==> config.mk <==
export PLATFORM = sky130hd
export DESIGN_NAME = sram_arbiter_flat
export DESIGN_NICKNAME = d
export VERILOG_FILES = /design/src/rtl/sram_arbiter_if.sv /design/src/rtl/sram_arbiter.sv /design/src/flat_wrapper.sv
export SDC_FILE = /design/constraint.sdc
export NUM_CORES = 1
export LEC_CHECK = 0
export CAP_MARGIN = 20
export CELL_PAD_IN_SITES_DETAIL_PLACEMENT = 2
export CELL_PAD_IN_SITES_GLOBAL_PLACEMENT = 2
export CORE_ASPECT_RATIO = 0.75
export CORE_UTILIZATION = 20
export CTS_BUF_LIST = sky130_fd_sc_hd__clkbuf_4 sky130_fd_sc_hd__clkbuf_8
export DETAILED_ROUTE_END_ITERATION = 8
export HOLD_SLACK_MARGIN = 0.06
export PLACE_DENSITY = 0.76
export SLEW_MARGIN = 20
export SYNTH_ARGS = -nofsm -noshare
export SYNTH_HDL_FRONTEND = slang
export SYNTH_SLANG_ARGS = --single-unit
==> constraint.sdc <==
create_clock -name clk -period 2.02 [get_ports clk]
set_input_delay 0.202 -clock clk [delete_from_list [all_inputs] [get_ports clk]]
set_output_delay 0.202 -clock clk [all_outputs]
set_load 0.1 [all_outputs]
==> src/rtl/sram_arbiter_if.sv <==
// Client request/ack bus and sram-side handshake shared by sram_arbiter.
// slave: the arbiter's view; master: the clients plus sram that surround it.
interface sram_arbiter_if #(
    parameter int unsigned N_CLIENTS = 4,
    parameter int unsigned DATA_W    = 16,
    parameter int unsigned ADDR_W    = 13
);
    logic [N_CLIENTS-1:0]        cl_req;
    logic [N_CLIENTS-1:0]        cl_we;
    logic [N_CLIENTS*ADDR_W-1:0] cl_addr;
    logic [N_CLIENTS*DATA_W-1:0] cl_wdata;
    logic [N_CLIENTS-1:0]        cl_ack;
    logic [DATA_W-1:0]           cl_rdata;
    logic                        cl_err;

    logic                        mem_read;
    logic                        mem_write;
    logic [ADDR_W-1:0]           mem_read_addr;
    logic [ADDR_W-1:0]           mem_write_addr;
    logic [DATA_W-1:0]           mem_data_in;
    logic [DATA_W-1:0]           mem_data_out;
    logic                        mem_read_ready;
    logic                        mem_write_ready;
    logic                        mem_invalid_read;
    logic                        mem_invalid_write;

    modport slave (
        input  cl_req, cl_we, cl_addr, cl_wdata,
        output cl_ack, cl_rdata, cl_err,
        output mem_read, mem_write, mem_read_addr, mem_write_addr, mem_data_in,
        input  mem_data_out, mem_read_ready, mem_write_ready,
        input  mem_invalid_read, mem_invalid_write
    );

    modport master (
        output cl_req, cl_we, cl_addr, cl_wdata,
        input  cl_ack, cl_rdata, cl_err,
        input  mem_read, mem_write, mem_read_addr, mem_write_addr, mem_data_in,
        output mem_data_out, mem_read_ready, mem_write_ready,
        output mem_invalid_read, mem_invalid_write
    );
endinterface

==> src/rtl/sram_arbiter.sv <==
// Round-robin arbiter serialising single-word client requests onto one sram,
// with per-transaction error reporting and a stall watchdog.
module sram_arbiter #(
    parameter int unsigned N_CLIENTS = 4,
    parameter int unsigned DATA_W    = 16,
    parameter int unsigned ADDR_W    = 13,
    parameter int unsigned TIMEOUT   = 15
) (
    input  logic          clk,
    input  logic          reset,
    sram_arbiter_if.slave bus
);
    localparam int unsigned IDX_W = (N_CLIENTS > 1) ? $clog2(N_CLIENTS) : 1;
    localparam int unsigned TMR_W = $clog2(TIMEOUT + 2);

    typedef enum logic [1:0] {IDLE, ISSUE, WAIT, ACK} state_t;

    state_t               state, state_d;
    logic [IDX_W-1:0]     rr_ptr, rr_ptr_d, grant, grant_d, pick;
    logic                 found;
    int unsigned          idx;
    logic                 we, we_d;
    logic [TMR_W-1:0]     timer, timer_d;
    logic                 err_latch, err_latch_d;
    logic [N_CLIENTS-1:0] ack_q, ack_d;
    logic                 err_q, err_d;
    logic [DATA_W-1:0]    rdata_q, rdata_d;
    logic                 rd_q, rd_d, wr_q, wr_d;
    logic [ADDR_W-1:0]    addr_q, addr_d;
    logic [DATA_W-1:0]    wdata_q, wdata_d;
    logic                 strobe, sel_ready, sel_invalid, timed_out;

    assign strobe      = rd_q | wr_q;
    assign sel_ready   = we ? bus.mem_write_ready : bus.mem_read_ready;
    assign sel_invalid = we ? bus.mem_invalid_write : bus.mem_invalid_read;
    assign timed_out   = (timer >= TMR_W'(TIMEOUT - 1));

    // First requester at or above rr_ptr, wrapping around.
    always_comb begin
        pick  = rr_ptr;
        found = 1'b0;
        idx   = 0;
        for (int unsigned k = 0; k < N_CLIENTS; k++) begin
            idx = (32'(rr_ptr) + k) % N_CLIENTS;
            if (!found && bus.cl_req[idx]) begin
                found = 1'b1;
                pick  = IDX_W'(idx);
            end
        end
    end

    always_ff @(posedge clk or posedge reset) begin
        if (reset) begin
            state     <= IDLE;
            rr_ptr    <= '0;
            grant     <= '0;
            we        <= 1'b0;
            timer     <= '0;
            err_latch <= 1'b0;
            ack_q     <= '0;
            err_q     <= 1'b0;
            rdata_q   <= '0;
            rd_q      <= 1'b0;
            wr_q      <= 1'b0;
            addr_q    <= '0;
            wdata_q   <= '0;
        end else begin
            state     <= state_d;
            rr_ptr    <= rr_ptr_d;
            grant     <= grant_d;
            we        <= we_d;
            timer     <= timer_d;
            err_latch <= err_latch_d;
            ack_q     <= ack_d;
            err_q     <= err_d;
            rdata_q   <= rdata_d;
            rd_q      <= rd_d;
            wr_q      <= wr_d;
            addr_q    <= addr_d;
            wdata_q   <= wdata_d;
        end
    end

    always_comb begin
        state_d = state;
        unique case (state)
            IDLE:    if (found) state_d = ISSUE;
            ISSUE:   if (strobe) state_d = WAIT;
                     else if (timed_out) state_d = ACK;
            WAIT:    if (sel_ready || timed_out) state_d = ACK;
            ACK:     state_d = IDLE;
            default: state_d = IDLE;
        endcase
    end

    // Strobes are registered, so ready is sampled one cycle ahead: the cycle a
    // strobe is high is the ISSUE cycle the sram sees it in.
    always_comb begin
        grant_d     = grant;
        we_d        = we;
        addr_d      = addr_q;
        wdata_d     = wdata_q;
        timer_d     = timer;
        err_latch_d = err_latch;
        rr_ptr_d    = rr_ptr;
        rdata_d     = rdata_q;
        rd_d        = 1'b0;
        wr_d        = 1'b0;
        ack_d       = '0;
        err_d       = 1'b0;
        unique case (state)
            IDLE: if (found) begin
                grant_d     = pick;
                we_d        = bus.cl_we[pick];
                addr_d      = bus.cl_addr[32'(pick)*ADDR_W +: ADDR_W];
                wdata_d     = bus.cl_wdata[32'(pick)*DATA_W +: DATA_W];
                timer_d     = '0;
                err_latch_d = 1'b0;
                rd_d        = ~bus.cl_we[pick] & bus.mem_read_ready;
                wr_d        = bus.cl_we[pick] & bus.mem_write_ready;
            end
            ISSUE: begin
                timer_d = timer + 1'b1;
                if (!strobe) begin
                    if (timed_out) begin
                        err_latch_d = 1'b1;
                    end else begin
                        rd_d = ~we & sel_ready;
                        wr_d = we & sel_ready;
                    end
                end
            end
            WAIT: begin
                timer_d     = timer + 1'b1;
                err_latch_d = err_latch | sel_invalid;
                if (sel_ready) begin
                    if (!we) rdata_d = bus.mem_data_out;
                end else if (timed_out) begin
                    err_latch_d = 1'b1;
                end
            end
            ACK: rr_ptr_d = (grant == IDX_W'(N_CLIENTS - 1)) ? '0 : grant + 1'b1;
            default: ;
        endcase
        if (state_d == ACK) begin
            ack_d[grant] = 1'b1;
            err_d        = err_latch_d;
        end
    end

    assign bus.cl_ack         = ack_q;
    assign bus.cl_err         = err_q;
    assign bus.cl_rdata       = rdata_q;
    assign bus.mem_read       = rd_q;
    assign bus.mem_write      = wr_q;
    assign bus.mem_read_addr  = addr_q;
    assign bus.mem_write_addr = addr_q;
    assign bus.mem_data_in    = wdata_q;
endmodule
==> src/flat_wrapper.sv <==
// flat-port wrapper written by rule: the top's interface ports become plain ports
module sram_arbiter_flat 
#(
    parameter int unsigned N_CLIENTS = 4,
    parameter int unsigned DATA_W    = 16,
    parameter int unsigned ADDR_W    = 13,
    parameter int unsigned TIMEOUT   = 15
)
  (clk, reset, bus_cl_req, bus_cl_we, bus_cl_addr, bus_cl_wdata, bus_cl_ack, bus_cl_rdata, bus_cl_err, bus_mem_read, bus_mem_write, bus_mem_read_addr, bus_mem_write_addr, bus_mem_data_in, bus_mem_data_out, bus_mem_read_ready, bus_mem_write_ready, bus_mem_invalid_read, bus_mem_invalid_write);
  sram_arbiter_if #(.N_CLIENTS(N_CLIENTS), .DATA_W(DATA_W), .ADDR_W(ADDR_W)) bus_i ();
  input  logic clk;
  input  logic reset;
  input wire logic [$bits(bus_i.cl_req)-1:0] bus_cl_req;
  input wire logic [$bits(bus_i.cl_we)-1:0] bus_cl_we;
  input wire logic [$bits(bus_i.cl_addr)-1:0] bus_cl_addr;
  input wire logic [$bits(bus_i.cl_wdata)-1:0] bus_cl_wdata;
  output wire logic [$bits(bus_i.cl_ack)-1:0] bus_cl_ack;
  output wire logic [$bits(bus_i.cl_rdata)-1:0] bus_cl_rdata;
  output wire logic [$bits(bus_i.cl_err)-1:0] bus_cl_err;
  output wire logic [$bits(bus_i.mem_read)-1:0] bus_mem_read;
  output wire logic [$bits(bus_i.mem_write)-1:0] bus_mem_write;
  output wire logic [$bits(bus_i.mem_read_addr)-1:0] bus_mem_read_addr;
  output wire logic [$bits(bus_i.mem_write_addr)-1:0] bus_mem_write_addr;
  output wire logic [$bits(bus_i.mem_data_in)-1:0] bus_mem_data_in;
  input wire logic [$bits(bus_i.mem_data_out)-1:0] bus_mem_data_out;
  input wire logic [$bits(bus_i.mem_read_ready)-1:0] bus_mem_read_ready;
  input wire logic [$bits(bus_i.mem_write_ready)-1:0] bus_mem_write_ready;
  input wire logic [$bits(bus_i.mem_invalid_read)-1:0] bus_mem_invalid_read;
  input wire logic [$bits(bus_i.mem_invalid_write)-1:0] bus_mem_invalid_write;
  assign bus_i.cl_req = bus_cl_req;
  assign bus_i.cl_we = bus_cl_we;
  assign bus_i.cl_addr = bus_cl_addr;
  assign bus_i.cl_wdata = bus_cl_wdata;
  assign bus_cl_ack = bus_i.cl_ack;
  assign bus_cl_rdata = bus_i.cl_rdata;
  assign bus_cl_err = bus_i.cl_err;
  assign bus_mem_read = bus_i.mem_read;
  assign bus_mem_write = bus_i.mem_write;
  assign bus_mem_read_addr = bus_i.mem_read_addr;
  assign bus_mem_write_addr = bus_i.mem_write_addr;
  assign bus_mem_data_in = bus_i.mem_data_in;
  assign bus_i.mem_data_out = bus_mem_data_out;
  assign bus_i.mem_read_ready = bus_mem_read_ready;
  assign bus_i.mem_write_ready = bus_mem_write_ready;
  assign bus_i.mem_invalid_read = bus_mem_invalid_read;
  assign bus_i.mem_invalid_write = bus_mem_invalid_write;
  sram_arbiter #(.N_CLIENTS(N_CLIENTS), .DATA_W(DATA_W), .ADDR_W(ADDR_W), .TIMEOUT(TIMEOUT)) u_core (.clk(clk), .reset(reset), .bus(bus_i));
endmodule
==> impl_results.md <==
- Port Buffer Count: 210
- First-pass GRT wire length: 23900 microns
- Slew HR: 56.1%
- CTS clk-pin slew, worst paths: 0.08 ns
- Number of DRC markers in iteration 0: 85
- DP HPWL: 11700 microns
- Crit path buf inv count: 3
- #FFs+latches synth: 65
- Top layer in use: met4
- Post-route minimum period: 1.97 ns
- Total grt overflow: 0
- Pin count of the biggest net entering global routing: 38
- Area leader, netlist: dfrtp_1
- Metal2 WL: 8380 microns
- Die height: 119 microns
- Syn_area_per_cell: 10.0 sq um
- Slew @ Worst Pin: 0.651 ns
- DR pass1 iterations: 4
- Synth top area cells: dfrtp_1 45%, mux2_2 12%, a21oi_1 8.5%
- Area share of the largest cell type after synthesis: 44.6%
- Most used cell, CP: buf_12
- Tightest Hold Check Type: primary input to asynchronous set/reset pin
- # rows: 42
- Final non-filler cell area: 0.00643 sq mm
- Yosys warning total: 0
- Cell with the most instances after synthesis: dfrtp_1
- Met3 WL: 671 microns
- Hold Fails Final Rpt: 0
- WP data arrival: 2.22 ns
- Fmax: 508 MHz
- Final Slew Violations: 0
- Sink Count: 65
- CTS tree: built
- Core area: 0.0178 sq mm
- Worst path cell trace: nor2b_4 -> a2bb2oi_2 -> o221ai_4 -> buf_12 -> buf_12 -> buf_4 -> mux2_2 -> o22ai_2 -> a21oi_1
- Startpoint Class: flip-flop
- Worst R2R Start: u_core.rr_ptr[0]
- Residual DRC count: 0
- Via count: 3775
- Final Cycle Share: 97.4%
- CP required: 2.27 ns
- Pre-CTS setup slack: -0.210 ns
- Area grow syn2layout: 76.4%
- FF-to-FF setup slack: 0.05 ns
- I/O pin total: 211
- R2R Path End: u_core.bus.mem_data_in[13]
- Final setup fails: 0
- ANT cells: 0
- Mapped Nets: 522
- H-tree Lvls: 3
- M1 wire length: 6590 microns
- Clk_lat worst skew: 0.37 ns
- Share of layout cells above drive strength 1: 31.1%
- Synth top cells by count: 65 x dfrtp_1, 62 x a21oi_1, 48 x nand2_1
- Crit path max-delay family: compound AO/OA/AOI/OAI gates
- Gpl congestion: 0.801
- Starting Density: 20.5%
- Highest cell delay on the worst timing path: 0.40 ns
- Number of CTS-inserted buffers: 9
- Filler Cell Count: 1975
- Number of global-route vias before repair: 4366
- Total GRT Usage: 16.9%
- Mapped cell area: 0.00365 sq mm
- Detail Route Antenna Nets: 0
- Post-synth EDFFs: 0
- Initial antenna violation count: 0
- R2R cell count: 9
- Root Driver: clkbuf_8
- Setup CP Type: flip-flop to flip-flop
- Chip width: 158 microns
- Nets: 751
- Critical path capture point type: flip-flop
- Max-capacitance violation count: 0
- Slowest-stage cell, CP: dfrtp_1
- Most used flip-flop cell after synthesis: dfrtp_1
- Sequential-to-total area share from yosys stat: 44.6%
- Hold_buf cts: 0
- CTS Buffer Depth: 2
- Wirelength per Cell: 19.1 microns
- Synthesized instance count: 364
- Count of cell types in the netlist: 39
- Post-synth ARST share: 100%
- DIE AREA: 0.0188 sq mm
- Area post-placement: 0.00595 sq mm
- Setup ws final: 0.0534 ns
- Drt via density: 4.49
- CP max FO: 4
- Drt total wl: 16100 microns
- Status: finished clean
- Layout Skew: 0.0141 ns
-- placed cells by master, fill, tap and decap left out, types with 2 or more instances in the layout --
cell             Yosys  routed
nand2_1             48      48
clkbuf_4             0       2
ha_2                 0       2
o22ai_1             30      23
ha_1                12      10
a22o_1               2       2
clkbuf_16            0       2
o22ai_2              0       7
mux2_2              38      39
dfrtp_1             65      64
a21oi_1             62      62
mux2_1              10       7
buf_12               0       5
mux2_4               0       2
nor3b_1              3       2
clkbuf_8             0      12
a32o_1               2       2
nand3b_1             2       2
inv_1                8       7
nand4b_1             2       2
o21ai_0              9       9
nand2b_1             3       3
nor2b_1              4       2
nor2b_4              0       2
and2_1               5       5
buf_4               19      97
clkdlybuf4s50_1      0     144
buf_6                0       2
nor3_1               4       4
nor2_1               3       3
nand3_1              2       2
-- worst reg2reg max path, stage by stage, from the launching register on --
cell and delay, ns:
dfrtp_1 0.40, nor2b_4 0.13, a2bb2oi_2 0.15, o221ai_4 0.31
buf_12 0.16, buf_12 0.10, buf_4 0.10, mux2_2 0.34
o22ai_2 0.10, a21oi_1 0.07
-- worst max-delay path by stage --
| stage | start | to | slack, ns | depth (start not counted) |
|---|---|---|---|---|
| final | u_core.rr_ptr[0] | u_core.bus.mem_data_in[13] | 0.05 | 9 |
| after global routing | u_core.rr_ptr[0] | u_core.bus.mem_data_in[13] | -0.03 | 9 |
| after CTS | u_core.state[0] | u_core.bus.cl_ack[0] | 0.04 | 7 |
| after detailed placement | bus_cl_req[3] | u_core.bus.cl_ack[0] | -0.21 | 8 |
| after global placement | bus_cl_req[0] | u_core.bus.mem_read | -0.13 | 8 |
| after floorplan | u_core.timer[0] | u_core.bus.cl_ack[0] | 0.14 | 8 |
-- cells by family (layout without fill, tap and decap cells) --
kind of cell	count (synthesis)	count (layout)	share of synthesized area [%]
AOI/OAI and AO/OA	115	115	18.9
adders and majority gates	12	12	4.12
buffers and inverters	42	276	6.59
DFF	65	65	44.6
muxes	49	49	15.1
and+or+nand+nor	81	81	10.7
-- what timing repair did --
action,4_1_cts,5_1_grt
gates resized for setup,4,23
gates cloned,0,2
setup endpoints to repair,5,37
setup buffers,0,12
pin swaps,0,3
-- through the flow --
| stage | setup TNS, ns | instances | hold WS [ns] | utilization (%) |
|---|---|---|---|---|
| floorplan | 0 | 364 | 0.333 | - |
| global placement | -3.28 | 810 | 0.474 | 33.5 |
| detailed placement | -5.10 | 810 | 0.497 | 33.5 |
| CTS | 0 | 826 | 0.252 | 34.9 |
| global route | -0.0972 | 840 | 0.272 | 36.2 |
| finish | 0 | 840 | 0.250 | 36.2 |
-- registers in the layout (all words and copies together), names as in the netlist --
| register | flops |
|---|---|
| u_core.bus.cl_ack | 4 |
| u_core.bus.cl_err | 1 |
| u_core.bus.cl_rdata | 16 |
| u_core.bus.mem_data_in | 16 |
| u_core.bus.mem_read | 1 |
| u_core.bus.mem_read_addr | 13 |
| u_core.bus.mem_write | 1 |
| u_core.err_latch | 1 |
| u_core.grant | 2 |
| u_core.rr_ptr | 2 |
| u_core.state | 2 |
| u_core.timer | 5 |
| u_core.we | 1 |
-- routing by layer --
layer | up-vias | track usage [%]
met5 | - | 0
met4 | 0 | 6.43
met3 | 27 | 4.18
met2 | 102 | 30.0
met1 | 1884 | 19.4
li1 | 1762 | -
-- final cells by class --
cell class / count / area (sq um) / share of cell area, %
multi-input combinational: 257 / 1890 / 29.3
tap: 242 / 303 / 4.71
clock buffer: 14 / 180 / 2.80
timing repair buffer: 252 / 2370 / 36.8
clock inverter: 2 / 35.0 / 0.545
sequential: 65 / 1630 / 25.3
inverter: 8 / 30.0 / 0.467
Power is left out: the tool's default activity adds up to more than one toggle a clock period on the data nets, which glitch-free logic cannot reach.
